[config.mk]
export PLATFORM = sky130hd
export DESIGN_NAME = ex_mem_stage_reg
export DESIGN_NICKNAME = d
export VERILOG_FILES = /design/src/rtl/mips_pkg.sv /design/src/rtl/pipe_skid_buf.sv /design/src/rtl/ex_mem_stage_reg.sv
export SDC_FILE = /design/constraint.sdc
export NUM_CORES = 1
export LEC_CHECK = 0
export CORE_AREA = 3 3 118 205
export CTS_BUF_LIST = sky130_fd_sc_hd__clkbuf_2
export DETAILED_ROUTE_END_ITERATION = 12
export DIE_AREA = 0 0 121 208
export PLACE_DENSITY = 0.78
export SETUP_SLACK_MARGIN = 0.3
export SYNTH_ARGS = -nofsm -noshare
export SYNTH_HDL_FRONTEND = slang
export SYNTH_SLANG_ARGS = --single-unit
export TNS_END_PERCENT = 10
[constraint.sdc]
create_clock -name clk -period 1.67 [get_ports clk]
set_input_delay 0.334 -clock clk [delete_from_list [all_inputs] [get_ports clk]]
set_output_delay 0.334 -clock clk [all_outputs]
set_load 0.01 [all_outputs]
[src/rtl/mips_pkg.sv]
// Shared MIPS pipeline definitions: default field widths, the EX/MEM payload
// layout, and the state encoding used by the valid/ready skid buffer.
package mips_pkg;

    localparam int unsigned MIPS_DATA_W = 32;
    localparam int unsigned MIPS_REG_W  = 5;
    localparam int unsigned MIPS_WB_W   = 2;
    localparam int unsigned MIPS_M_W    = 3;

    // EX/MEM payload at the default core widths
    typedef struct packed {
        logic                   zero;
        logic [MIPS_WB_W-1:0]   wb_ctl;
        logic [MIPS_M_W-1:0]    m_ctl;
        logic [MIPS_DATA_W-1:0] add_result;
        logic [MIPS_DATA_W-1:0] alu_result;
        logic [MIPS_DATA_W-1:0] rdata2;
        logic [MIPS_REG_W-1:0]  dst;
    } ex_mem_fields_t;

    // EMPTY: nothing held; FULL: output register valid; SKID: spare also valid
    typedef enum logic [1:0] {
        ST_EMPTY = 2'd0,
        ST_FULL  = 2'd1,
        ST_SKID  = 2'd2
    } buf_state_t;

endpackage

[src/rtl/pipe_skid_buf.sv]
// Generic valid/ready pipeline register with optional one-entry skid buffer
// and flush.
//   clk, reset       : clock, synchronous active-high reset
//   flush            : drop every held entry and any entry accepted this cycle
//   in_valid/in_ready/in_data    : upstream handshake and payload
//   out_valid/out_ready/out_data : downstream handshake and payload (registered)
// With SKID=1 in_ready comes from state only; with SKID=0 in_ready depends
// combinationally on out_ready.
module pipe_skid_buf
    import mips_pkg::*;
#(
    parameter int unsigned W    = 8,
    parameter bit          SKID = 1'b1
) (
    input  logic         clk,
    input  logic         reset,
    input  logic         flush,
    input  logic         in_valid,
    output logic         in_ready,
    input  logic [W-1:0] in_data,
    output logic         out_valid,
    input  logic         out_ready,
    output logic [W-1:0] out_data
);

    buf_state_t   state;
    logic [W-1:0] main_q;
    logic [W-1:0] skid_q;
    logic         skid_valid;
    logic         in_fire;
    logic         out_fire;

    assign out_valid  = (state != ST_EMPTY);
    assign skid_valid = (state == ST_SKID);
    assign out_data   = main_q;

    generate
        if (SKID) begin : g_skid_ready
            assign in_ready = !skid_valid && !reset;
        end else begin : g_pass_ready
            assign in_ready = (!out_valid || out_ready) && !reset;
        end
    endgenerate

    assign in_fire  = in_valid && in_ready;
    assign out_fire = out_valid && out_ready;

    // State and storage; flush only clears validity, payload stays put
    always_ff @(posedge clk) begin
        if (reset) begin
            state  <= ST_EMPTY;
            main_q <= '0;
            skid_q <= '0;
        end else if (flush) begin
            state <= ST_EMPTY;
        end else begin
            case (state)
                ST_EMPTY: begin
                    if (in_fire) begin
                        main_q <= in_data;
                        state  <= ST_FULL;
                    end
                end
                ST_FULL: begin
                    if (in_fire && out_fire) begin
                        main_q <= in_data;
                    end else if (in_fire) begin
                        // only reachable with SKID=1: in_ready is low otherwise
                        if (SKID) begin
                            skid_q <= in_data;
                            state  <= ST_SKID;
                        end
                    end else if (out_fire) begin
                        state <= ST_EMPTY;
                    end
                end
                ST_SKID: begin
                    if (out_fire) begin
                        main_q <= skid_q;
                        state  <= ST_FULL;
                    end
                end
                default: state <= ST_EMPTY;
            endcase
        end
    end

endmodule

[src/rtl/ex_mem_stage_reg.sv]
// EX/MEM pipeline stage register with valid/ready handshake, optional skid
// buffer, flush, control gating for bubbles and a saturating stall counter.
//   clk, reset                   : clock, synchronous active-high reset
//   in_valid/in_ready            : EX-side handshake
//   in_zero .. in_dst            : EX results and control
//   flush                        : squash held and incoming entries
//   out_valid/out_ready          : MEM-side handshake
//   zero .. dst_out              : fields to MEM (ctl forced to 0 when invalid)
//   stall_cnt                    : cycles with out_valid && !out_ready, saturating
module ex_mem_stage_reg
    import mips_pkg::*;
#(
    parameter int unsigned DATA_W = MIPS_DATA_W,
    parameter int unsigned REG_W  = MIPS_REG_W,
    parameter int unsigned WB_W   = MIPS_WB_W,
    parameter int unsigned M_W    = MIPS_M_W,
    parameter bit          SKID   = 1'b1,
    parameter int unsigned CNT_W  = 16
) (
    input  logic              clk,
    input  logic              reset,
    input  logic              in_valid,
    output logic              in_ready,
    input  logic              in_zero,
    input  logic [WB_W-1:0]   in_wb_ctl,
    input  logic [M_W-1:0]    in_m_ctl,
    input  logic [DATA_W-1:0] in_add_result,
    input  logic [DATA_W-1:0] in_alu_result,
    input  logic [DATA_W-1:0] in_rdata2,
    input  logic [REG_W-1:0]  in_dst,
    input  logic              flush,
    output logic              out_valid,
    input  logic              out_ready,
    output logic              zero,
    output logic [WB_W-1:0]   wb_ctlout,
    output logic [M_W-1:0]    m_ctlout,
    output logic [DATA_W-1:0] add_result,
    output logic [DATA_W-1:0] alu_result,
    output logic [DATA_W-1:0] rdata2out,
    output logic [REG_W-1:0]  dst_out,
    output logic [CNT_W-1:0]  stall_cnt
);

    // Payload at this instance's widths; same layout as ex_mem_fields_t
    typedef struct packed {
        logic              zero;
        logic [WB_W-1:0]   wb_ctl;
        logic [M_W-1:0]    m_ctl;
        logic [DATA_W-1:0] add_result;
        logic [DATA_W-1:0] alu_result;
        logic [DATA_W-1:0] rdata2;
        logic [REG_W-1:0]  dst;
    } fields_t;

    localparam int unsigned FIELD_W = $bits(fields_t);

    fields_t in_fields;
    fields_t out_fields;

    always_comb begin
        in_fields            = '0;
        in_fields.zero       = in_zero;
        in_fields.wb_ctl     = in_wb_ctl;
        in_fields.m_ctl      = in_m_ctl;
        in_fields.add_result = in_add_result;
        in_fields.alu_result = in_alu_result;
        in_fields.rdata2     = in_rdata2;
        in_fields.dst        = in_dst;
    end

    pipe_skid_buf #(
        .W    (FIELD_W),
        .SKID (SKID)
    ) u_buf (
        .clk       (clk),
        .reset     (reset),
        .flush     (flush),
        .in_valid  (in_valid),
        .in_ready  (in_ready),
        .in_data   (in_fields),
        .out_valid (out_valid),
        .out_ready (out_ready),
        .out_data  (out_fields)
    );

    // Bubbles must never write memory or the register file
    assign wb_ctlout  = out_valid ? out_fields.wb_ctl : '0;
    assign m_ctlout   = out_valid ? out_fields.m_ctl  : '0;
    assign zero       = out_fields.zero;
    assign add_result = out_fields.add_result;
    assign alu_result = out_fields.alu_result;
    assign rdata2out  = out_fields.rdata2;
    assign dst_out    = out_fields.dst;

    // Backpressure counter; flush does not touch it
    always_ff @(posedge clk) begin
        if (reset) begin
            stall_cnt <= '0;
        end else if (out_valid && !out_ready && (stall_cnt != {CNT_W{1'b1}})) begin
            stall_cnt <= stall_cnt + CNT_W'(1);
        end
    end

endmodule

==> Implementation_results.wiki, run 1 <==
{| class="wikitable"
! Metric !! Value
|-
| Final Hold Vio Count || 0
|-
| Antenna violations before repair || 2
|-
| Cell mode on critical path || sky130_fd_sc_hd__buf_6
|-
| Floorplan die area || 25200 sq um
|-
| Pre-antenna DRT Iters || 5
|-
| Leakage dissipation || 6.11 nW
|-
| First-pass GRT wire length || 49.5 mm
|-
| Routed WL per cell || 18.9 um
|-
| Critical setup path kind || flop to output pin
|-
| Sequential cell area || 4830 sq um
|-
| Post-synth net total || 1326
|-
| Post-route antenna net violation count || 0
|-
| Core area || about 23000 sq um
|-
| Global-route usage over all layers || 23.8%
|-
| Area growth from synthesis to final layout || 34.4%
|-
| Worst-Margin Slew || 0.622 ns
|-
| Sequential-to-total area share from yosys stat || 42.9%
|-
| Remaining routing DRC violations || 0
|-
| Max FO, Critical Path || 4
|-
| Final weighted congestion of routability-driven global placement || about 0.83
|-
| Clk pin slew, worst setup/hold paths || 0.13 ns
|-
| Number of flip-flops and latches in the synthesized netlist || 232
|-
| CTS sink cnt || 232
|-
| Final Cycle Share || 119%
|-
| Placement Rows || 73
|-
| Top library cells by usage in the layout, fill and taps aside || 222 x sky130_fd_sc_hd__nand2_1, 137 x sky130_fd_sc_hd__buf_6, 114 x sky130_fd_sc_hd__a21oi_1
|-
| Required time at the worst-slack endpoint || 1.34 ns
|-
| Worst hold margin || 0.0958 ns
|-
| Number of input and output port buffers inserted || 236
|-
| Most common cell after layout, fill and taps aside || sky130_fd_sc_hd__nand2_1
|-
| Initial Util || 47.6%
|-
| Remaining max-slew budget at the tightest pin || 58.5%
|-
| TritonCTS clock tree || done
|-
| Number of distinct library cells after synthesis || 46
|-
| # Max-Cap Violations || 0
|-
| Number of top-level pins || 237
|-
| Outcome || finished, violations left
|-
| Die outline width || 121 um
|-
| Mean number of vias per cell || 5.82
|-
| Setup repair after global routing missed its margin || yes
|-
| Max Slew Vio Count || 0
|-
| Number of buffers inserted during clock tree synthesis || 52
|-
| Endpoint type of the worst setup path || output pin
|-
| Per-instance average area after synthesis || just under 9 sq um
|-
| Fill count || 1782
|-
| Die boundary height || 208 um
|-
| Post-DP HPWL || 19.5 mm
|-
| Clock latency at the later pin of the worst-skew pair || 0.78 ns
|-
| Peak supply drop || 0.000460 V
|-
| Global-route congestion overflow total || 0
|-
| Clock Tree Buf Depth || 3
|-
| Master cell of the clock root buffer || sky130_fd_sc_hd__clkbuf_2
|-
| Maximum clock frequency || 502 MHz
|-
| H-tree levels || 2
|-
| Fraction of final layout cells with drive strength greater than 1 || 34.2%
|-
| Area used by multi-input combinational logic || around 5200 sq um
|-
| Violations in the final reports || negative setup slack
|-
| Crit path setup slack, layout || -0.324 ns
|-
| Final-stage net count || 1487
|-
| CP arrival || 1.66 ns
|-
| Pin count of the biggest net entering global routing || 125
|-
| Pwr/cell area || a little over 700 nW/um^2
|-
| Path class of the lowest-slack min-delay path || input pin to flop
|-
| Buf+Inv Stages, Crit Path || 2
|-
| Routed via count || 9987
|-
| Worst Clk Skew || 0.0247 ns
|-
| Netlist Area Pre-Place || 10800 sq um
|-
| Warnings, synthesis || 0
|-
| Startpoint type of the worst setup path || flop
|-
| Final critical delay including setup and external delays || 1.99 ns
|-
| Final core utilization || 64.0%
|-
| Final setup viols || 209
|-
| Crit path max-delay family || flip-flops
|-
| Number of DRC markers after the initial detailed-route iteration || 675
|-
| Critical-path cell with the highest stage delay || sky130_fd_sc_hd__dfxtp_2
|-
| Number of global-route vias before repair || 9919
|-
| Highest cell delay on the worst timing path || roughly 0.36 ns
|-
| Total detailed-routing wirelength || around 32 mm
|-
| Number of instances in the synthesized netlist || 1213
|-
| Critical Path, Cell by Cell || nor2b_4 -> buf_6 -> nor2_4 -> buf_6
|}
==> Yosys cell counts (all sizes together) <==
cell / number / area (sq um)
o41ai: 107 / 937
o211a: 1 / 10.0
o21a: 1 / 7.51
nand4: 6 / 37.5
nor2: 13 / 48.8
a211oi: 4 / 30.0
o211ai: 108 / 811
clkinv: 1 / 3.75
o31ai: 2 / 15.0
a31oi: 3 / 18.8
mux2: 3 / 33.8
nor4: 7 / 71.3
o21ba: 1 / 10.0
nand2: 223 / 837
a2111oi: 1 / 8.76
o31a: 1 / 8.76
or4: 2 / 15.0
nor3: 8 / 40.0
and4b: 1 / 10.0
o21ai: 1 / 5.00
nand2b: 5 / 38.8
and4: 2 / 17.5
and3: 2 / 12.5
buf: 145 / 1010
a311o: 1 / 10.0
clkbuf: 79 / 297
nand3: 9 / 45.0
and2: 1 / 6.26
mux2i: 108 / 1080
a21oi: 115 / 576
a32oi: 2 / 25.0
nor2b: 9 / 56.3
inv: 4 / 15.0
o21bai: 1 / 7.51
nor3b: 1 / 7.51
or2: 2 / 12.5
ha: 1 / 12.5
dfxtp: 232 / 4640
==> path summary, 6_finish.rpt <==
path	startpoint	endpoint	slack [ns]	cells after the start
worst max-delay path	u_buf.state[1]	in_ready	-0.32	4
worst min-delay path	reset	stall_cnt[2]	0.1	4
worst max register to register	u_buf.state[1]	u_buf.skid_q[6]	-0.26	7
worst min register to register	u_buf.skid_q[4]	u_buf.skid_q[4]	0.46	2
==> tightest hold or removal path, stage by stage <==
cell and delay [ns]:
sky130_fd_sc_hd__buf_6 0.13, sky130_fd_sc_hd__clkinv_2 0.10, sky130_fd_sc_hd__and4_1 0.19, sky130_fd_sc_hd__a311o_1 0.10
==> power by group <==
| part | leakage [nW] | total [mW] | internal, mW | switching (mW) |
|---|---|---|---|---|
| Sequential | 1.94 | 5.73 | 5.64 | 0.0889 |
| Clock | 0.360 | 3.45 | 1.29 | 2.16 |
| Combinational | 3.81 | 1.36 | 0.677 | 0.683 |
| Total | 6.11 | 10.5 | 7.60 | 2.93 |
==> sequential cells by signal (all words and copies together) (netlist names) <==
signal,flops
stall_cnt,16
u_buf.skid_q,107
u_buf.out_data,107
u_buf.state,2
==> what timing repair did <==
item,4_1_cts,5_1_grt
pin swaps,11,7
gates cloned,0,6
hold buffers,1,0
hold endpoints to repair,3,0
buffers inserted,18,1
setup endpoints to repair,355,356
resized for setup,781,33
==> metrics by stage <==
| step | setup slack, ns | setup TNS [ns] | cell area [sq um] | std cells | power [mW] |
|---|---|---|---|---|---|
| global route | -0.410 | -45.24 | 14600 | 1715 | 11.0 |
| detailed placement | -0.489 | -90.30 | 13200 | 1594 | 7.11 |
| CTS | -0.381 | -12.05 | 14200 | 1706 | 10.6 |
| floorplan | 0.0132 | 0 | 11000 | 1213 | 6.48 |
| global placement | -0.396 | -75.45 | 13200 | 1594 | 7.09 |
| finish | -0.324 | -27.85 | 14600 | 1715 | 10.5 |
==> cells by family (layout without fill, tap and decap cells) <==
kind of cell | Yosys count | after routing | synth area share [%]
AO/OA/AOI/OAI | 349 | 349 | 22.9
AND/OR/NAND/NOR | 291 | 291 | 11.6
adder cells (fa/ha/maj) | 1 | 1 | 0.115
other | 0 | 2 | 0
flip-flops | 232 | 232 | 42.9
buffers and inverters | 229 | 429 | 12.2
multiplexers | 111 | 111 | 10.3
==> cell type report <==
cell class / instances / share of cell area (%)
inverter: 5 / 0.138
sequential: 232 / 33.2
clock inverter: 10 / 0.258
multi-input combinational: 752 / 35.9
timing repair buffer: 331 / 25.1
tap: 300 / 2.58
antenna: 2 / 0.0344
clock buffer: 83 / 2.85
==> layer usage <==
layer  part of all wire [%]  GRT usage [%]
met1                     35           24.7
met2                     53           43.3
met3                    5.4           4.60
met4                    5.9           13.9
met5                      0              0
(Power assumes the default switching activity.)
==> inputs of run 2 (changes only) <==
Settings changed: SETUP_SLACK_MARGIN 0.3 to not set.
==> Implementation_results.wiki, run 2 (synthesized netlist as in run 1, its figures left out) <==
{| class="wikitable"
! Metric !! Value
|-
| Critical Path, Cell by Cell || nor2_4 -> nor2b_1 -> buf_2
|-
| Final-stage net count || 1563
|-
| CP arrival || 1.63 ns
|-
| Highest cell delay on the worst timing path || 0.38 ns
|-
| Global-route congestion overflow total || 0
|-
| Outcome || finished, violations left
|-
| Final weighted congestion of routability-driven global placement || 0.884
|-
| Worst hold margin || around 0.079 ns
|-
| Final Cycle Share || 117%
|-
| Placement Rows || 73
|-
| Die boundary height || 208 um
|-
| Total detailed-routing wirelength || 34.0 mm
|-
| Max FO, Critical Path || 6
|-
| Hold_sp || in_m_ctl[1]
|-
| Area used by multi-input combinational logic || 5190 sq um
|-
| Floorplan die area || 25200 sq um
|-
| Violations in the final reports || negative setup slack
|-
| Final Hold Vio Count || 0
|-
| Post-DP HPWL || 19.5 mm
|-
| Required time at the worst-slack endpoint || 1.34 ns
|-
| Number of DRC markers after the initial detailed-route iteration || 747
|-
| Number of buffers inserted during clock tree synthesis || between 50 and 60
|-
| H-tree levels || 2
|-
| Pwr/cell area || 694 nW/um^2
|-
| Die outline width || 121 um
|-
| Critical R2R Launch || u_buf.state[1]
|-
| Mean number of vias per cell || 5.75
|-
| First-pass GRT wire length || 50.4 mm
|-
| Most common cell after layout, fill and taps aside || sky130_fd_sc_hd__nand2_1
|-
| Leakage dissipation || 6.47 nW
|-
| TritonCTS clock tree || done
|-
| Initial Util || 47.6%
|-
| Remaining routing DRC violations || 0
|-
| Antenna violations before repair || 2
|-
| Critical-path cell with the highest stage delay || sky130_fd_sc_hd__dfxtp_4
|-
| Area growth from synthesis to final layout || 41.3%
|-
| Fill count || 1686
|-
| Fraction of final layout cells with drive strength greater than 1 || 35.4%
|-
| Setup repair after global routing missed its margin || yes
|-
| Top library cells by usage in the layout, fill and taps aside || 205 x sky130_fd_sc_hd__nand2_1, 139 x sky130_fd_sc_hd__buf_6, 112 x sky130_fd_sc_hd__dfxtp_1
|-
| Number of global-route vias before repair || around 10000
|-
| Placed cell count || approximately 1600
|-
| Worst-Margin Slew || around 0.75 ns
|-
| Pre-antenna DRT Iters || 5
|-
| Startpoint type of the worst setup path || flop
|-
| CP startpoint || u_buf.state[1]
|-
| Critical setup path kind || flop to output pin
|-
| Maximum clock frequency || 510 MHz
|-
| Endpoint type of the worst setup path || output pin
|-
| Routed via count || roughly 10000
|-
| Crit path setup slack, layout || -0.292 ns
|-
| Number of input and output port buffers inserted || 236
|-
| Clk pin slew, worst setup/hold paths || 0.12 ns
|-
| Master cell of the clock root buffer || sky130_fd_sc_hd__clkbuf_2
|-
| Routed WL per cell || 19.0 um
|-
| # Max-Cap Violations || 0
|-
| Pin count of the biggest net entering global routing || 161
|-
| Total negative slack for setup checks || -22.13 ns
|-
| Path class of the lowest-slack min-delay path || input pin to flop
|-
| Global-route usage over all layers || 24.2%
|-
| Clock Tree Buf Depth || 3
|-
| Worst Clk Skew || ~0.035 ns
|-
| Max Slew Vio Count || 0
|-
| Sequential cell area || 4820 sq um
|-
| Post-route antenna net violation count || 0
|-
| Peak supply drop || 0.000571 V
|-
| Core area || 22700 sq um
|-
| Worst setup slack after placement || -0.480 ns
|-
| Number of top-level pins || 237
|-
| CTS sink cnt || 232
|-
| Clock latency at the later pin of the worst-skew pair || 0.85 ns
|-
| Remaining max-slew budget at the tightest pin || 50.3%
|-
| Final critical delay including setup and external delays || 1.96 ns
|-
| Final setup viols || 179
|-
| Final core utilization || 67.3%
|-
| Filler-free cell count of the finished design || 1784
|}
-- run 2: worst paths after layout --
kind | end | slack, ns | depth (start not counted)
min reg2reg | u_buf.skid_q[74] | 0.46 | 2
min | u_buf.skid_q[102] | 0.08 | 3
max reg2reg | u_buf.skid_q[90] | -0.17 | 6
max | wb_ctlout[1] | -0.29 | 3
-- run 2: cell type report --
class                           instances  area share [%]
Antenna cell                            2          0.0327
Clock buffer                           77            2.52
Clock inverter                         10           0.270
Inverter                                5           0.131
Multi-Input combinational cell        752            33.9
Sequential cell                       232            31.5
Tap cell                              300            2.45
Timing Repair Buffer                  406            29.2
-- run 2: where the power goes --
group	leakage, nW	switching (mW)	internal [mW]
Sequential	1.94	0.0842	5.64
Combinational	4.19	0.724	0.786
Clock	0.345	2.18	1.21
-- run 2: routing by layer --
layer,share of wire [%],global-route usage [%]
met4,5.1,13.5
met2,53,43.7
met3,5.0,5.03
met1,37,25.6
met5,0,0
-- run 2: through the flow --
stage	power, mW	area, sq um
finish	10.6	15300
global route	11.1	15300
CTS	10.7	14600
detailed placement	7.12	13200
global placement	7.10	13200
floorplan	6.48	10800
-- run 2: what timing repair did --
item                                    CTS  global route
resized for setup                       785            65
setup buffers                            18            16
hold buffers                             44             0
hold endpoints to repair                 51             0
pin swaps                                 4             4
gates cloned                              0            11
endpoints found under the setup margin  154           345
-- run 2: worst max-delay path, delay by kind of cell, from the launching register on --
kind	cells	cell delay [ns]
flops	1	0.38
simple gates	2	0.27
buf+inv	1	0.15
==> inputs of run 3 (changes only) <==
Settings changed: SLEW_MARGIN set to 20, TNS_END_PERCENT 10 to 50.
==> Implementation_results.wiki, run 3 (synthesized netlist as in run 1, its figures left out) <==
{| class="wikitable"
! Metric !! Value
|-
| TritonCTS clock tree || done
|-
| Total detailed-routing wirelength || 40.0 mm
|-
| Routed WL per cell || approximately 22 um
|-
| CP arrival || between 2 and 3 ns
|-
| Initial Util || 47.6%
|-
| Required time at the worst-slack endpoint || 2.38 ns
|-
| Clk pin slew, worst setup/hold paths || 0.10 ns
|-
| Final Hold Vio Count || 0
|-
| Leakage dissipation || between 7 and 8 nW
|-
| Number of buffers inserted during clock tree synthesis || 52
|-
| Final critical delay including setup and external delays || 2.16 ns
|-
| Post-DP HPWL || 19.6 mm
|-
| Remaining routing DRC violations || 0
|-
| Die outline width || 121 um
|-
| Floorplan die area || 25200 sq um
|-
| Critical setup path kind || flop to flop
|-
| Post-route antenna net violation count || 0
|-
| CTS sink cnt || ~230
|-
| Clock Tree Buf Depth || 3
|-
| Outcome || finished, violations left
|-
| Master cell of the clock root buffer || sky130_fd_sc_hd__clkbuf_2
|-
| Worst-Margin Slew || approximately 0.66 ns
|-
| Mean number of vias per cell || 6.01
|-
| Endpoint type of the worst setup path || flop
|-
| Buf+Inv Stages, Crit Path || 7
|-
| Routed via count || between 10000 and 15000
|-
| Final core utilization || 72.9%
|-
| Worst Clk Skew || ~0.069 ns
|-
| Number of input and output port buffers inserted || 236
|-
| Top library cells by usage in the layout, fill and taps aside || 168 x sky130_fd_sc_hd__nand2_1, 151 x sky130_fd_sc_hd__buf_6, 112 x sky130_fd_sc_hd__dfxtp_1
|-
| Pin count of the biggest net entering global routing || 81
|-
| Max FO, Critical Path || 7
|-
| Final-stage net count || 1594
|-
| Most common cell after layout, fill and taps aside || sky130_fd_sc_hd__nand2_1
|-
| Maximum clock frequency || ~460 MHz
|-
| Area growth from synthesis to final layout || 53.2%
|-
| Core area || 22700 sq um
|-
| Path class of the lowest-slack min-delay path || input pin to flop
|-
| Total power of the final layout || 10.9 mW
|-
| Number of top-level pins || 237
|-
| Violations in the final reports || negative setup slack
|-
| Final weighted congestion of routability-driven global placement || 0.833
|-
| Critical-path cell with the highest stage delay || sky130_fd_sc_hd__dfxtp_4
|-
| Final setup viols || 253
|-
| Pwr/cell area || 659 nW/um^2
|-
| First-pass GRT wire length || between 50 and 60 mm
|-
| Global-route usage over all layers || 25.9%
|-
| Crit path setup slack, layout || -0.488 ns
|-
| Remaining max-slew budget at the tightest pin || 55.9%
|-
| Antenna violations before repair || 5
|-
| Die boundary height || roughly 210 um
|-
| Number of DRC markers after the initial detailed-route iteration || 913
|-
| Max Slew Vio Count || 0
|-
| Highest cell delay on the worst timing path || 0.38 ns
|-
| Number of global-route vias before repair || 10400
|-
| # Max-Cap Violations || 0
|-
| Final Cycle Share || 129%
|-
| Pre-antenna DRT Iters || 5
|-
| Crit path max-delay family || buffers and inverters
|-
| Clock latency at the later pin of the worst-skew pair || 0.87 ns
|-
| Fraction of final layout cells with drive strength greater than 1 || 43.2%
|-
| Worst setup slack after placement || -0.519 ns
|-
| Global-route congestion overflow total || 0
|-
| Placement Rows || 73
|-
| Setup repair after global routing missed its margin || yes
|-
| H-tree levels || 2
|-
| Critical Path, Cell by Cell || buf_4 -> buf_6 -> nor2_4 -> a32oi_4 -> buf_12 -> buf_16 -> buf_12 -> buf_4 -> clkbuf_16 -> o41ai_1
|-
| Peak supply drop || between 0.0005 and 0.0006 V
|-
| Startpoint type of the worst setup path || flop
|}
## run 3: changes by cell type in the layout (fill, tap and decap cells not counted), sizes merged, moves of 3 or more
cell | previous run | this run
clkinv | 10 | 13
buf | 242 | 281
clkbuf | 88 | 106
diode | 2 | 5
dlygate4sd3 | 44 | 17
## run 3: per-layer routing
layer / vias up / routed length (um) / GRT usage, %
met2: 579 / 21100 / 46.1
met4: 0 / 2490 / 14.2
li1: 4926 / - / -
met1: 5264 / 13800 / 27.9
met3: 165 / 2670 / 5.74
met5: - / 0 / 0
## run 3: worst min-delay path: stages
cell and delay [ns]:
sky130_fd_sc_hd__clkdlybuf4s50_1 0.43, sky130_fd_sc_hd__nand2_1 0.07, sky130_fd_sc_hd__a21oi_1 0.06
## run 3: through the flow
step | std cells | TNS [ns] | hold WS [ns] | instance area (sq um)
detailed placement | 1607 | -101.27 | 0.446 | 13300
finish | 1820 | -61.64 | 0.0719 | 16600
CTS | 1758 | -38.75 | 0.000493 | 15000
global placement | 1607 | -88.02 | 0.440 | 13300
global route | 1820 | -74.59 | 0.0280 | 16600
floorplan | 1213 | -0.199 | 0.424 | 10900
## run 3: cell type report
| cell class | count | area, sq um |
|---|---|---|
| fillers | 1449 | 6150 |
| multi-input cells | 753 | 5550 |
| repair buffers | 437 | 5380 |
| flip-flops and latches | 232 | 4820 |
| clock buffers | 76 | 380 |
| well taps | 300 | 375 |
| clock inverters | 12 | 48.8 |
| inverters | 5 | 20.0 |
| diodes | 5 | 12.5 |
## run 3: worst paths after layout
check,start,to,slack [ns],depth (start not counted)
setup / recovery,u_buf.state[1],u_buf.out_data[45],-0.49,10
hold / removal,in_add_result[27],u_buf.skid_q[96],0.07,3
setup reg to reg,u_buf.state[1],u_buf.out_data[45],-0.49,10
hold reg to reg,u_buf.skid_q[65],u_buf.skid_q[65],0.46,2
## run 3: where the power goes
group	total, mW	internal [mW]	leakage (nW)	switching (mW)
clock	3.46	1.20	0.342	2.26
combinational	1.75	0.918	4.79	0.828
sequential	5.73	5.64	1.94	0.0887
## run 3: what timing repair did
item,CTS,global route
hold buffers,17,0
endpoints found under the hold margin,36,0
pin swaps,18,36
gates resized for setup,823,165
gates cloned,10,37
setup endpoints to repair,341,352
buffers inserted,42,26
